**src/rtl/mux2_arbiter.sv**
```systemverilog
// Two-requester arbitrated mux with a registered output slot.
// Fair tie-break by last grant; bursts are capped only while the other side waits.
module mux2_arbiter #(
  parameter int WIDTH     = 8,
  parameter int MAX_BURST = 4
) (
  input  logic             clk,
  input  logic             rst,
  input  logic             req0,
  input  logic [WIDTH-1:0] data0,
  output logic             ack0,
  input  logic             req1,
  input  logic [WIDTH-1:0] data1,
  output logic             ack1,
  output logic             sel,
  output logic             out_valid,
  output logic [WIDTH-1:0] out_data,
  input  logic             out_ready
);

  localparam int CW = $clog2(MAX_BURST + 1);
  localparam logic [CW-1:0] MAX_CNT = CW'(MAX_BURST);

  typedef enum logic [1:0] {
    IDLE = 2'd0,
    OWN0 = 2'd1,
    OWN1 = 2'd2
  } state_e;

  state_e           state_q, state_d;
  logic [CW-1:0]    burst_cnt_q, burst_cnt_d;
  logic             last_grant_q, last_grant_d;
  logic             out_valid_q, out_valid_d;
  logic [WIDTH-1:0] out_data_q, out_data_d;
  logic             space_s, sat_s, ack0_s, ack1_s;

  always_comb begin
    state_d      = state_q;
    burst_cnt_d  = burst_cnt_q;
    last_grant_d = last_grant_q;
    out_valid_d  = out_valid_q;
    out_data_d   = out_data_q;
    ack0_s       = 1'b0;
    ack1_s       = 1'b0;
    space_s      = !out_valid_q || out_ready;
    sat_s        = (burst_cnt_q == MAX_CNT);

    case (state_q)
      IDLE: begin
        // last_grant_q==1 means requester 1 went last, so 0 wins a tie
        if (req0 && req1) begin
          state_d = last_grant_q ? OWN0 : OWN1;
        end else if (req0) begin
          state_d = OWN0;
        end else if (req1) begin
          state_d = OWN1;
        end else begin
          state_d = IDLE;
        end
      end
      OWN0: begin
        if (!req0) begin
          state_d = req1 ? OWN1 : IDLE;
        end else if (sat_s && req1) begin
          state_d = OWN1;
        end else begin
          ack0_s = space_s;
        end
      end
      OWN1: begin
        if (!req1) begin
          state_d = req0 ? OWN0 : IDLE;
        end else if (sat_s && req0) begin
          state_d = OWN0;
        end else begin
          ack1_s = space_s;
        end
      end
      default: begin
        state_d = IDLE;
      end
    endcase

    if (ack0_s || ack1_s) begin
      out_valid_d = 1'b1;
      out_data_d  = ack1_s ? data1 : data0;
      burst_cnt_d = sat_s ? burst_cnt_q : burst_cnt_q + CW'(1);
    end else if (out_valid_q && out_ready) begin
      out_valid_d = 1'b0;
    end else begin
      out_valid_d = out_valid_q;
    end

    // An ack never coincides with a state change, so this cannot lose a count
    if (state_d != state_q) begin
      burst_cnt_d = '0;
      if (state_d == OWN0) begin
        last_grant_d = 1'b0;
      end else if (state_d == OWN1) begin
        last_grant_d = 1'b1;
      end else begin
        last_grant_d = last_grant_q;
      end
    end
  end

  always_ff @(posedge clk or posedge rst) begin
    if (rst) begin
      state_q      <= IDLE;
      burst_cnt_q  <= '0;
      last_grant_q <= 1'b1;
      out_valid_q  <= 1'b0;
      out_data_q   <= '0;
    end else begin
      state_q      <= state_d;
      burst_cnt_q  <= burst_cnt_d;
      last_grant_q <= last_grant_d;
      out_valid_q  <= out_valid_d;
      out_data_q   <= out_data_d;
    end
  end

  assign ack0      = ack0_s;
  assign ack1      = ack1_s;
  assign sel       = (state_q == OWN1);
  assign out_valid = out_valid_q;
  assign out_data  = out_data_q;

endmodule

```
**config.mk**
```make
export PLATFORM = sky130hd
export DESIGN_NAME = mux2_arbiter
export DESIGN_NICKNAME = d
export VERILOG_FILES = /design/src/rtl/mux2_arbiter.sv
export SDC_FILE = /design/constraint.sdc
export NUM_CORES = 1
export LEC_CHECK = 0
export BUFFER_PORTS_ARGS = -buffer_cell sky130_fd_sc_hd__buf_2
export CAP_MARGIN = 20
export CORE_ASPECT_RATIO = 1.5
export CORE_MARGIN = 1
export CORE_UTILIZATION = 30
export DETAILED_ROUTE_END_ITERATION = 10
export PLACE_DENSITY = 0.55
export SETUP_SLACK_MARGIN = 0.05
export SYNTH_ARGS = -nofsm -noshare
export SYNTH_HDL_FRONTEND = slang
export SYNTH_SLANG_ARGS = --single-unit
```
**constraint.sdc**
```tcl
create_clock -name clk -period 1.8 [get_ports clk]
set_input_delay 0.27 -clock clk [delete_from_list [all_inputs] [get_ports clk]]
set_output_delay 0.27 -clock clk [all_outputs]
set_load 0.01 [all_outputs]
```
Word level (Yosys, flattened, before mapping)
Cells that the tools add are included.

Flip-flop bits (word level): 15. Bits of input ports: 21. Output and inout bits: 12. Word-level logic and storage cells: 50.

Add/sub/neg operators: 1. Equality and inequality tests: 7. Mux-type cells: 24. Reductions and logical operators: 13.

Operators by type and width (count): 2-bit 2-to-1 mux (8); 1-bit 2-to-1 mux (11); 3-bit 2-to-1 mux (3); 8-bit 2-to-1 mux (1); 2-bit case mux with 3 select lines (1); 2-bit nonzero test (3); 2-bit by 1-bit == test with 1-bit output, second input constant (2); 2-bit == test, second input constant (2); 1-bit logical AND (4); 2-bit AND reduction (2); 3-bit by 1-bit adder with 3-bit output, second input constant (1); 3-bit == test, second input constant (1); 2-bit zero test (1); 1-bit logical OR (2); 2-bit by 1-bit inequality test with 1-bit output, second input constant (1); 2-bit inequality test (1); 1-bit zero test (1).

Depth between registers and ports, before layout
Depth in word-level cells: 8. Depth in mapped cells: 9. Mapped depth without buffers: 9.

Worst setup path before layout
OpenSTA, ideal clock, no wires.

Kind: reg-to-reg. From: register burst_cnt_q[0]. To: register out_data_q[0], in the netlist out_data[0]. Library setup time: 0.125 ns. Arrival time: 1.785 ns. Required time: 1.675 ns. Setup slack: -0.110 ns. Stages on the path, launching flop included: 7. Buffers on the path: 0. Clock period less this slack: 1.910 ns. Path through: dfrtp_1 > inv_1 > ha_1 > and3_2 > nor2_2 > mux2_2 > mux2_2.

Cells in the longest elaborated chain, start to end: 6. Elaborated cells on any way between the ends: 11. Classes of those cells: eq/ne: 1; mux: 7; reduce/logical: 3.

RTL lines: from (decl) (line 31) `logic [CW-1:0] burst_cnt_q, burst_cnt_d;`; from (signal assigned) (line 116) `burst_cnt_q <= burst_cnt_d;`; 3-bit == test (*) (line 46) `sat_s = (burst_cnt_q == MAX_CNT);`; 1-bit logical AND, on equally long branches (line 73, 64); 1-bit 2-to-1 mux, on equally long branches (line 73, 64); 1-bit 2-to-1 mux, on equally long branches (line 71, 62); 1-bit 2-to-1 mux (line 48) `case (state_q)`; 8-bit 2-to-1 mux or 1-bit logical OR (tied branches) (line 86, 84); to (signal assigned) (line 119) `out_data_q <= out_data_d;`; to (decl) (line 34) `logic [WIDTH-1:0] out_data_q, out_data_d;`.

Mark *: on every way between the ends. The rest lies on a longest branch, timed or not. A chain may end at the register's enable or synchronous reset.

Worst setup path after layout
From: register burst_cnt_q[1]. To: register out_data_q[3], in the netlist out_data[3].

Same word-level chain as after synthesis.

==> results.toml <==
[status]
status = "finished, final reports clean"

[yosys]
yosys.area_share.adder_pct = 4.27
seq_area_frac_synth_pct = 42.8
synthMuxAreaShare_pct = 17.9
yosys.area.top_type = "dfrtp_1"
postSynthAreaPerCell_um2 = 11.3
synth_cell_types = 32
syn-num-nets = 102
yosys_warnings = 0
synth_area_leaders = "dfrtp_1 (40%), mux2_2 (18%), ha_1 (4.3%)"
synth_top_family_by_area = "multiplexers"
syn-cell-area_um2 = 880
synthCells = 78
synth-compound-area-share_pct = 15.5
ys_ff_latch = 15
synth_xor_area_share_pct = 0
synth_top_area_share_pct = 39.8
yosys.area_share.simple_pct = 15.6

[floorplan]
fp.dieArea_um2 = 3160
core-area_um2 = 2730
io_pins = 33
die_h_um = 68.3
rows = 23
die_w_um = 46.2
start_util_pct = 32.2

[timing]
setup_tns_ps = 0
setup_viol = 0
rsz0062_at_grt = "yes"
tightest_slew_ps = 602
post-route-period-util_pct = 96.0
finalHoldViolCount = 0
finClkSkew_ps = 1.95
slew_violations = 0
min_period_ps = 1730
relSlewSlack_pct = 59.8
fmax_mhz = 579

[place]
place_hpwl_um = 1500
gp_congestion = 0.842
detailed_place.area_um2 = 1160
port-buffer-count = 32

[clocking]
path_clk_slew_ps = 60
clock_latency_ps = 250
cts_buffers = 3
htree_levels = 1
ctsRootBufferMaster = "clkbuf_8"
hold_buffers = 0
cts.sinks = 15
cts_buffer_depth = 2
cts_tree = "built"

[detailed_routing]
met1Wirelength_um = 904
drtAntennaViolNets = 0
vias = 771
drt_iter0_drc = 3
vias_per_cell = 4.82
dr.max_layer_used = "met4"
first_pass_iters = 4
drc = 0
wl_per_cell_um = 12.9
wl_met2_um = 1070
wl_met3_um = 71
wl_um = 2060

[setup_path]
crit_path_end = "out_data[3]"
cp-end-kind = "flop"
cpMostUsedCell = "mux2_4"
crit_path_start_kind = "flop"
path_class = "flop to flop"
crit_path_top_delay_cell = "dfrtp_1"
crit_start = "burst_cnt_q[1]"
r2r_end = "out_data[3]"
cp.required_ps = 1930
path_cells = "inv_2, ha_4, and3_4, nor2_4, buf_12, mux2_4, mux2_4"
crit_path_max_incr_delay_ps = 360
crit_fanout = 8
crit-reg2reg-launch = "burst_cnt_q[1]"
r2r_cells = 7
critPathArrivalTime_ps = 1860
r2r_setup_slack_ps = 70

[global_route]
grt_overflow = 0
track_usage_pct = 14.1
first_global_vias = 767
grt_pass1_wl_um = 3350
grt_max_degree = 16
antenna_found_initial = 0

[layout]
drive_above_1_share_pct = 61.8
layout_commonest_cell = "buf_2"
fin_util_pct = 49.0
final_cell_mix = "buf_2 (32), mux2_4 (14), dfrtp_1 (13)"
num_antenna_cells = 0
area_growth_pct = 52.2
fin_area_um2 = 1340
nets = 148

[power]
leakage_nw = 0.661
ir_worst_vdd_uv = 643
power_w = 0.00150
power.density_nw_per_um2 = 1120

[worst_hold_path]
hold_class = "primary input to asynchronous set/reset pin"

[run]
drv_cap = 0
==> flip-flops by register name, summed over array words and instances (netlist names) <==
signal,cells
last_grant_q,1
burst_cnt_q,3
state_q,2
out_valid,1
out_data,8
==> synthesized netlist by cell type, drive strengths merged <==
master and count:
a21o 2, a21oi 2, a22o 2, a311oi 1
a31oi 1, a32o 1, a32oi 1, and2 1
and3 4, and3b 1, buf 2, dfrtp 14
dfstp 1, ha 3, inv 4, mux2 14
nand2 4, nand2b 2, nand3 2, nand3b 1
nor2 3, nor2b 3, nor3 2, nor4 1
o21ai 2, o22ai 1, o2bb2ai 1, o31ai 1
o41ai 1
==> cell families (layout without fill, tap and decap cells) <==
| group | after synthesis | in the layout |
|---|---|---|
| and+or+nand+nor | 24 | 24 |
| AOI/OAI and AO/OA | 16 | 16 |
| DFF | 15 | 15 |
| muxes | 14 | 14 |
| buffers and inverters | 6 | 51 |
| adders and majority gates | 3 | 3 |
==> layer usage <==
layer / global-route usage (%) / vias up
met1: 17.2 / 363
met3: 1.58 / 2
met5: 0 / -
li1: - / 379
met2: 25.5 / 27
met4: 3.31 / 0
==> per-stage QoR <==
stage	hold slack, ps	cells	setup slack, ps
floorplan	171	78	56.3
global placement	364	153	31.6
detailed placement	374	153	1.52
CTS	100	157	36.0
global route	133	160	3.33
finish	83.7	160	72.8
==> cell type report <==
type                    instances  area [µm²]
fillers                       265        1400
clock buffers                   4        45.0
flip-flops and latches         15         378
inverters                       4        15.0
well taps                      37        46.3
multi-input cells              57         599
repair buffers                 43         255
==> worst min-delay path by stage <==
stage	start	endpoint	slack, ps
floorplan	rst	burst_cnt_q[0]	170
global placement	rst	out_data[2]	360
finish	rst	burst_cnt_q[1]	80
detailed placement	rst	out_data[5]	370
global route	rst	out_data[2]	130
CTS	rst	burst_cnt_q[1]	100
==> report_power, final <==
group	switching (W)	internal (W)	total [W]
Combinational	0.000283	0.000390	0.000672
Clock	0.000117	0.000157	0.000274
Sequential	0.0000847	0.000471	0.000556
==> worst max-delay path, delay by kind of cell, from the launching register on <==
| family | cells | cell delay [ps] |
|---|---|---|
| fa+ha+maj | 1 | 170 |
| buf+inv | 2 | 190 |
| flops | 1 | 360 |
| mux | 2 | 550 |
| simple gates | 2 | 330 |
==> what timing repair did <==
action                     in CTS  in global routing
gates resized for setup         3                 21
setup endpoints to repair       8                  9
buffers inserted                0                  3
pin swaps                       3                  5
Power figures use the tool's default switching activity.
